### config.mk
export PLATFORM = sky130hd
export DESIGN_NAME = pxs_str_vga_split
export DESIGN_NICKNAME = d
export VERILOG_FILES = /design/src/rtl/pxs_str_vga_split.sv
export SDC_FILE = /design/constraint.sdc
export NUM_CORES = 1
export LEC_CHECK = 0
export BUFFER_PORTS_ARGS = -buffer_cell sky130_fd_sc_hd__buf_2
export CORE_UTILIZATION = 45
export DETAILED_ROUTE_END_ITERATION = 7
export GPL_ROUTABILITY_DRIVEN = 0
export PLACE_DENSITY = 0.71
export RECOVER_POWER = 25
export SYNTH_ARGS = -nofsm -noshare
export SYNTH_HDL_FRONTEND = slang
export SYNTH_SLANG_ARGS = --single-unit
### constraint.sdc
create_clock -name clk -period 1.9 [get_ports clk]
set_input_delay 0.19 -clock clk [delete_from_list [all_inputs] [get_ports clk]]
set_output_delay 0.19 -clock clk [all_outputs]
set_load 0.01 [all_outputs]
### src/rtl/pxs_str_vga_split.sv
// VGA stream sink: unpacks the 23-bit stream, blanks RGB, emits line/frame pulses and checks consistency.
// Latency DELAY cycles for every output field; there is no backpressure because the pixel clock free-runs.
module pxs_str_vga_split #(
   parameter int DELAY    = 2,
   parameter int H_ACTIVE = 640,
   parameter int V_ACTIVE = 480
) (
   input  logic        clk,
   input  logic        reset,
   input  logic [22:0] VGAStr,
   input  logic [2:0]  Pixel,
   output logic        HSync,
   output logic        VSync,
   output logic [9:0]  XCoord,
   output logic [9:0]  YCoord,
   output logic        ActiveVideo,
   output logic [2:0]  RGB,
   output logic        LineStart,
   output logic        FrameStart,
   output logic [7:0]  FrameCount,
   output logic        CoordErr
);

   // Sync bits idle high so a cleared pipeline drives inactive negative-polarity syncs.
   localparam logic [25:0] WORD_RST = {23'h000006, 3'b000};
   localparam logic [10:0] X_LAST   = 11'(H_ACTIVE - 1);
   localparam logic [10:0] Y_LAST   = 11'(V_ACTIVE - 1);
   localparam logic [10:0] X_LIM    = 11'(H_ACTIVE);
   localparam logic [10:0] Y_LIM    = 11'(V_ACTIVE);
   localparam logic [0:0]  ST_WAIT  = 1'b0;
   localparam logic [0:0]  ST_CHECK = 1'b1;

   logic [25:0] entry;

   generate
      if (DELAY == 1) begin : g_direct
         assign entry = {VGAStr, Pixel};
      end else begin : g_mid
         logic [25:0] mid [DELAY-1];
         always_ff @(posedge clk) begin
            if (reset) begin
               for (int i = 0; i < DELAY - 1; i++) mid[i] <= WORD_RST;
            end else begin
               mid[0] <= {VGAStr, Pixel};
               for (int i = 1; i < DELAY - 1; i++) mid[i] <= mid[i-1];
            end
         end
         assign entry = mid[DELAY-2];
      end
   endgenerate

   // Decode the word entering the last stage so pulses and RGB register alongside it.
   logic       e_act, e_ls, e_fs;
   logic [9:0] e_x, e_y;
   assign e_act = entry[3];
   assign e_y   = entry[15:6];
   assign e_x   = entry[25:16];
   assign e_ls  = e_act & (e_x == 10'd0);
   assign e_fs  = e_ls & (e_y == 10'd0);

   logic [22:0] str_q;
   logic [2:0]  rgb_q;
   logic        ls_q, fs_q;
   logic [7:0]  fcnt_q;

   always_ff @(posedge clk) begin
      if (reset) begin
         str_q  <= WORD_RST[25:3];
         rgb_q  <= 3'b000;
         ls_q   <= 1'b0;
         fs_q   <= 1'b0;
         fcnt_q <= 8'd0;
      end else begin
         str_q  <= entry[25:3];
         rgb_q  <= e_act ? entry[2:0] : 3'b000;
         ls_q   <= e_ls;
         fs_q   <= e_fs;
         if (e_fs) fcnt_q <= fcnt_q + 8'd1;
      end
   end

   logic       o_act;
   logic [9:0] o_x, o_y;
   assign o_act = str_q[0];
   assign o_y   = str_q[12:3];
   assign o_x   = str_q[22:13];

   logic [0:0]  state_q;
   logic        prev_act_q, err_q, viol;
   logic [9:0]  prev_x_q, last_y_q;
   logic [10:0] x_w, y_w, px_w, ly_w, px_inc, ly_inc;

   // Widened to 11 bits so an increment of 1023 cannot wrap back to 0.
   assign x_w    = {1'b0, o_x};
   assign y_w    = {1'b0, o_y};
   assign px_w   = {1'b0, prev_x_q};
   assign ly_w   = {1'b0, last_y_q};
   assign px_inc = px_w + 11'd1;
   assign ly_inc = ly_w + 11'd1;

   assign viol = (prev_act_q & o_act & (x_w != px_inc))
               | (!prev_act_q & o_act & (x_w != 11'd0))
               | (prev_act_q & !o_act & (px_w != X_LAST))
               | (ls_q & (y_w != 11'd0) & (y_w != ly_inc))
               | (fs_q & (ly_w != Y_LAST))
               | (o_act & ((x_w >= X_LIM) | (y_w >= Y_LIM)));

   always_ff @(posedge clk) begin
      if (reset) begin
         state_q    <= ST_WAIT;
         prev_act_q <= 1'b0;
         prev_x_q   <= 10'd0;
         last_y_q   <= 10'd0;
         err_q      <= 1'b0;
      end else begin
         prev_act_q <= o_act;
         prev_x_q   <= o_x;
         case (state_q)
            ST_WAIT: begin
               if (fs_q) begin
                  state_q  <= ST_CHECK;
                  last_y_q <= 10'd0;
               end
            end
            ST_CHECK: begin
               if (ls_q) last_y_q <= o_y;
               if (viol) err_q <= 1'b1;
            end
            default: state_q <= ST_WAIT;
         endcase
      end
   end

   assign HSync       = str_q[2];
   assign VSync       = str_q[1];
   assign XCoord      = o_x;
   assign YCoord      = o_y;
   assign ActiveVideo = o_act;
   assign RGB         = rgb_q;
   assign LineStart   = ls_q;
   assign FrameStart  = fs_q;
   assign FrameCount  = fcnt_q;
   assign CoordErr    = err_q;

endmodule

**Word level (Yosys, flattened, before mapping)**

Memories as Yosys holds them, arrays and structs flattened.
Cells that the tools add are included.

- Bits in registers: 59
- Bits in writable memories: 26
- Output and inout bits: 37
- Logic and storage cells: 62
- Memories: 1

- $add $sub $neg: 3
- Magnitude comparators: 2
- Equal/unequal tests: 6
- Multiplexer cells: 10
- Bitwise gates (word level): 20
- Reductions and logical operators: 10

Memories:

| name | words | width | read ports | clocked after memory_dff | wr ports | RTL line | RTL |
|---|---|---|---|---|---|---|---|
| g_mid.mid | 1 | 26 | 1 | 0 | 1 | 39 | `logic [25:0] mid [DELAY-1];` |

Operators with widths:

| cell | number |
|---|---|
| two-way mux 26 bit | 1 |
| OR reduction 26 bit | 1 |
| adder 10 x 1 -> 11 bit (second input constant) | 2 |
| inequality test 10 x 11 -> 1 bit | 2 |
| nonzero test 11 bit | 2 |
| zero test 10 bit | 2 |
| two-way mux 10 bit | 2 |
| case mux 10 bit (2 select lines) | 1 |
| AND 1 bit | 12 |
| greater-or-equal comparator 10 bit (second input constant) | 1 |
| greater-or-equal comparator 10 x 9 -> 1 bit (second input constant) | 1 |
| inequality test 10 bit (second input constant) | 1 |
| inequality test 10 x 9 -> 1 bit (second input constant) | 1 |
| adder 8 x 1 -> 8 bit (second input constant) | 1 |
| two-way mux 1 bit | 6 |
| OR 1 bit | 6 |
| inequality test 2 bit (second input constant) | 2 |
| AND reduction 2 bit | 2 |
| zero test 1 bit | 2 |
| NOT 1 bit | 2 |
| OR reduction 2 bit | 1 |

**Depth between registers and ports, before layout**

- Depth in word-level cells: 9
- Mapped depth: 7
- Mapped depth without buffers: 7

**Least setup slack after synthesis**

No wires, ideal clock.

- Kind: register to register
- Start: reg prev_x_q[0]
- End: reg err_q (netlist: CoordErr)
- Library setup time: 134 ps
- Data arrival time: 1962 ps
- Data required time: 1766 ps
- Path slack: -196 ps
- Stages on the path, launching flop included: 7
- Clock period less this slack: 2096 ps
- Cell sequence: dfxtp_1 > ha_1 > nand2_2 > o21a_1 > o31a_1 > o41a_1 > or4_1

- Cells in the longest elaborated chain, start to end: 9
- Elaborated cells on any way between the ends: 11
- Those cells by class: add/sub (1); eq/ne (2); bitwise (7); reduce/logical (1)

RTL lines:

| element | RTL line | RTL |
|---|---|---|
| start: declaration | 90 | `logic [9:0] prev_x_q, last_y_q;` |
| start signal: assignment | 112 | `prev_x_q <= 10'd0;` |
| start signal: assignment | 117 | `prev_x_q <= o_x;` |
| adder 10 x 1 -> 11 bit | 98 | `assign px_inc = px_w + 11'd1;` |
| inequality test 10 x 11 -> 1 bit | 101 | `assign viol = (prev_act_q & o_act & (x_w != px_inc))` |
| AND 1 bit | 101 |  |
| OR 1 bit | 102 | `\| (!prev_act_q & o_act & (x_w != 11'd0))` |
| OR 1 bit * | 103 | `\| (prev_act_q & !o_act & (px_w != X_LAST))` |
| OR 1 bit * | 104 | `\| (ls_q & (y_w != 11'd0) & (y_w != ly_inc))` |
| OR 1 bit * | 105 | `\| (fs_q & (ly_w != Y_LAST))` |
| OR 1 bit * | 106 | `\| (o_act & ((x_w >= X_LIM) \| (y_w >= Y_LIM)));` |
| AND reduction 2 bit (no line) * | - |  |
| end signal: assignment | 114 | `err_q <= 1'b0;` |
| end signal: assignment | 127 | `if (viol) err_q <= 1'b1;` |
| end: declaration | 89 | `logic prev_act_q, err_q, viol;` |

Every way passes the cells marked *; elsewhere a longest branch is shown, timed or not.
A chain may end at the register's enable or synchronous reset.

**Worst setup path in the final report**

- Start: reg str_q[8]
- End: reg err_q (netlist: CoordErr)

- Cells in the longest elaborated chain, start to end: 7
- Elaborated cells on any way between the ends: 11
- Those cells by class: order compare (1); eq/ne (1); bitwise (7); reduce/logical (2)

RTL lines:

| element | RTL line | RTL |
|---|---|---|
| start: declaration | 61 | `logic [22:0] str_q;` |
| start signal: assignment | 68 | `str_q <= WORD_RST[25:3];` |
| start signal: assignment | 74 | `str_q <= entry[25:3];` |
| parallel branches: the longest is 5 deep, another holds greater-or-equal comparator 10 x 9 -> 1 bit | - |  |
| OR 1 bit * | 106 |  |
| AND reduction 2 bit (no line) * | - |  |

Mark *: on every way between the ends.

==> results.sh <==
export IMPL_status="finished with violations"
export IMPL_violations="negative setup slack"
export IMPL_cp_data_required_time_ps=2120
export IMPL_core_sq_um=6980
export IMPL_die_area_sq_um=7740
export IMPL_end_kind="flop"
export IMPL_synthCells=343
export IMPL_clock_skew_final_ps=8.31
export IMPL_nFillCells=612
export IMPL_synth_top_area_cell="dfxtp_1"
export IMPL_grt_pass1_wl_um=11900
export IMPL_power_switching_mw=0.734
export IMPL_holdBufCountCts=0
export IMPL_drc=0
export IMPL_antenna_found_initial=0
export IMPL_crit_path_max_incr_delay_ps=500
export IMPL_power_leakage_nw=1.86
export IMPL_start_util=0.476
export IMPL_cp_max_fo=2
export IMPL_slew_limit_headroom=0.0104
export IMPL_syn_nets=374
export IMPL_fin_crit_sh=1.03
export IMPL_p_sw_frac=0.202
export IMPL_drt_iter0_markers=144
export IMPL_grt_max_degree=82
export IMPL_yosys_warnings=0
export IMPL_drive_gt1_frac=0.318
export IMPL_root_buffer="clkbuf_8"
export IMPL_p_total_mw=3.63
export IMPL_synth_avg_cell_area_sq_um=9.70
export IMPL_clk_pin_slew_ps=80
export IMPL_fin_hold_ws_ps=31.6
export IMPL_synth_edf_count=0
export IMPL_place_worst_setup_slack_ps=-101
export IMPL_grt_pass1_vias=2612
export IMPL_viasPerCell=5.05
export IMPL_synthTopCellsByArea="dfxtp_1 (51%), nor2b_1 (11%), xor2_1 (4.5%)"
export IMPL_wl_per_cell_um=13.3
export IMPL_ys_flop_type="dfxtp_1"
export IMPL_die_w_um=88.0
export IMPL_overflow=0
export IMPL_portBuffers=64
export IMPL_cts_max_level=3
export IMPL_hold_path_class="input port to flop"
export IMPL_clockPowerShare=0.421
export IMPL_setup_viol=1
export IMPL_crit_path_start_kind="flop"
export IMPL_wl_um=7190
export IMPL_synth_area_sq_um=3330
export IMPL_slew_violations=0
export IMPL_clk_latency_ps=340
export IMPL_rsz0062_at_grt="yes"
export IMPL_cp_arrival_ps=2180
export IMPL_max_clock_freq_mhz=509
export IMPL_antenna_left=0
export IMPL_yosysTopAreaCellShare=0.512
export IMPL_clock_path_buffers=2
export IMPL_finalHoldViolCount=0
export IMPL_cts_tree="built"
export IMPL_fp_row_count=30
export IMPL_ys_seq_area_frac=0.512
export IMPL_io_pins=65
export IMPL_synth_distinct_cells=48
export IMPL_critPathSlowestCell="or4_1"
export IMPL_ys_seq_elements=85
export IMPL_seq_power_share=0.516
export IMPL_grt_usage=0.199
export IMPL_critPathKind="flop to flop"
export IMPL_setup_ws_ps=-63.8
export IMPL_ir_drop_mv=0.508
export IMPL_tightest_slew_ps=1480
export IMPL_nNetsFinal=469
export IMPL_cts_sinks=85
export IMPL_fin_crit_ps=1960
export IMPL_diodes=0
export IMPL_drv_cap=0
export IMPL_p_per_area_nw_per_um2=837
export IMPL_share_comb_of_total_power=0.062
export IMPL_worstPathCellList="a41o_1 > o21ai_0 > o311ai_2 > nor3_1 > a31oi_1 > or4_1"
export IMPL_firstDrtPassIters=5
export IMPL_dpl_hpwl_um=5080
export IMPL_fin_util=0.621
export IMPL_p_int_mw=2.89
export IMPL_vias=2722
export IMPL_die_h_um=88.0
export IMPL_numCtsBuffers=9
export IMPL_areaGrowthSynthToFinish_pct=30.3
export IMPL_async_reset_ff_frac=0
-- per-stage QoR --
step | setup TNS [ps] | area [sq um] | std cells
detailed placement | -101 | 4000 | 521
CTS | -97.3 | 4270 | 539
global route | -401 | 4330 | 539
finish | -63.8 | 4330 | 539
floorplan | -3.75 | 3380 | 343
global placement | -32.5 | 4000 | 521
-- critical path: cells and delay by family (launching register included) --
kind,cells,cell delay [ps]
AO/OA/AOI/OAI,4,840
flip-flops,1,320
AND/OR/NAND/NOR,2,700
-- kinds of logic after synthesis --
kind of cell    count (synthesis)  synth area share
fa+ha+maj                       3            0.0113
flops                          85             0.512
simple gates                  158             0.269
buf+inv                        20            0.0263
xor+xnor                       28            0.0737
mux                             5            0.0154
compound gates                 44            0.0926
-- worst paths after layout --
check / cells after the start / end / start / slack, ps
min: 2 / g_mid.mid[0][5]$_SDFF_PP1_ / VGAStr[2] / 30
min reg2reg: 1 / str_q[1]$_SDFF_PP1_ / g_mid.mid[0][4]$_SDFF_PP1_ / 410
max reg2reg: 6 / CoordErr$_SDFFE_PP0P_ / str_q[8]$_SDFF_PP0_ / -60
max: 6 / CoordErr$_SDFFE_PP0P_ / str_q[8]$_SDFF_PP0_ / -60
-- power groups by stage --
stage | combinational (mW) | clock [mW] | sequential, mW
after floorplan | 0.118 | 0 | 1.92
after global placement | 0.217 | 0 | 1.91
after detailed placement | 0.220 | 0 | 1.92
after CTS | 0.222 | 1.56 | 1.87
after global routing | 0.248 | 1.65 | 1.88
final | 0.225 | 1.53 | 1.87
-- what timing repair did --
action / 4_1_cts / 5_1_grt
buffers inserted: 2 / 0
pin swaps: 2 / 9
setup endpoints to repair: 1 / 1
resized for setup: 2 / 18
gates cloned: 0 / 0
-- registers in the layout, summed over array words and instances (netlist names) --
name,flops
state_q,1
str_q,23
RGB,3
last_y_q,10
prev_act_q,1
g_mid.mid,26
FrameStart,1
prev_x_q,10
CoordErr,1
FrameCount,8
LineStart,1
-- placed cells by master, fill, tap and decap left out, drive strengths merged, types with 2 or more instances in the layout --
cell	count
xnor2	11
nor3	9
ha	3
inv	5
a31oi	4
and2	5
dfxtp	85
o21ai	7
xor2	17
and3	3
mux2i	4
bufinv	3
nor2	30
buf	97
o31ai	2
nand4	10
clkbuf	14
o311ai	3
nand2b	3
a21oi	6
nand2	11
o21a	2
nand3	6
or2	4
nor2b	57
nor4	11
a22oi	10
and4	2
nor3b	2
-- per-layer routing --
metal  track usage  up-vias  wire, um
li1              -     1379         -
met1         0.263     1254      3310
met2         0.313       71      3430
met3        0.0273       18       264
met4         0.110        0       189
met5             0        -         0
-- synthesized netlist by cell type (2+ instances only) --
library cell and count:
and2_1 5, o21a_1 2, clkbuf_1 12, nor4_1 11, nand4_1 10, ha_1 3, inv_1 5, mux2i_1 4
nor2_1 30, and4_1 2, o21ai_0 7, nand2_1 10, a21oi_1 6, xnor2_1 11, and3_1 3, or2_2 4
nand2b_1 3, dfxtp_1 85, o31ai_1 2, o311ai_0 2, nor3_1 9, buf_2 2, a22oi_1 10, nor3b_1 2
a31oi_1 4, nand3_1 5, xor2_1 17, nor2b_1 57
-- cell type report --
cell class | instances | area, sq um | area share
timing repair buffer | 99 | 583 | 0.135
tap | 96 | 120 | 0.0277
clock inverter | 4 | 95.1 | 0.0219
sequential | 85 | 1720 | 0.397
inverter | 5 | 18.8 | 0.00433
multi-input combinational | 238 | 1640 | 0.378
clock buffer | 12 | 155 | 0.0358
No activity file was read; power rests on OpenSTA's default activity.
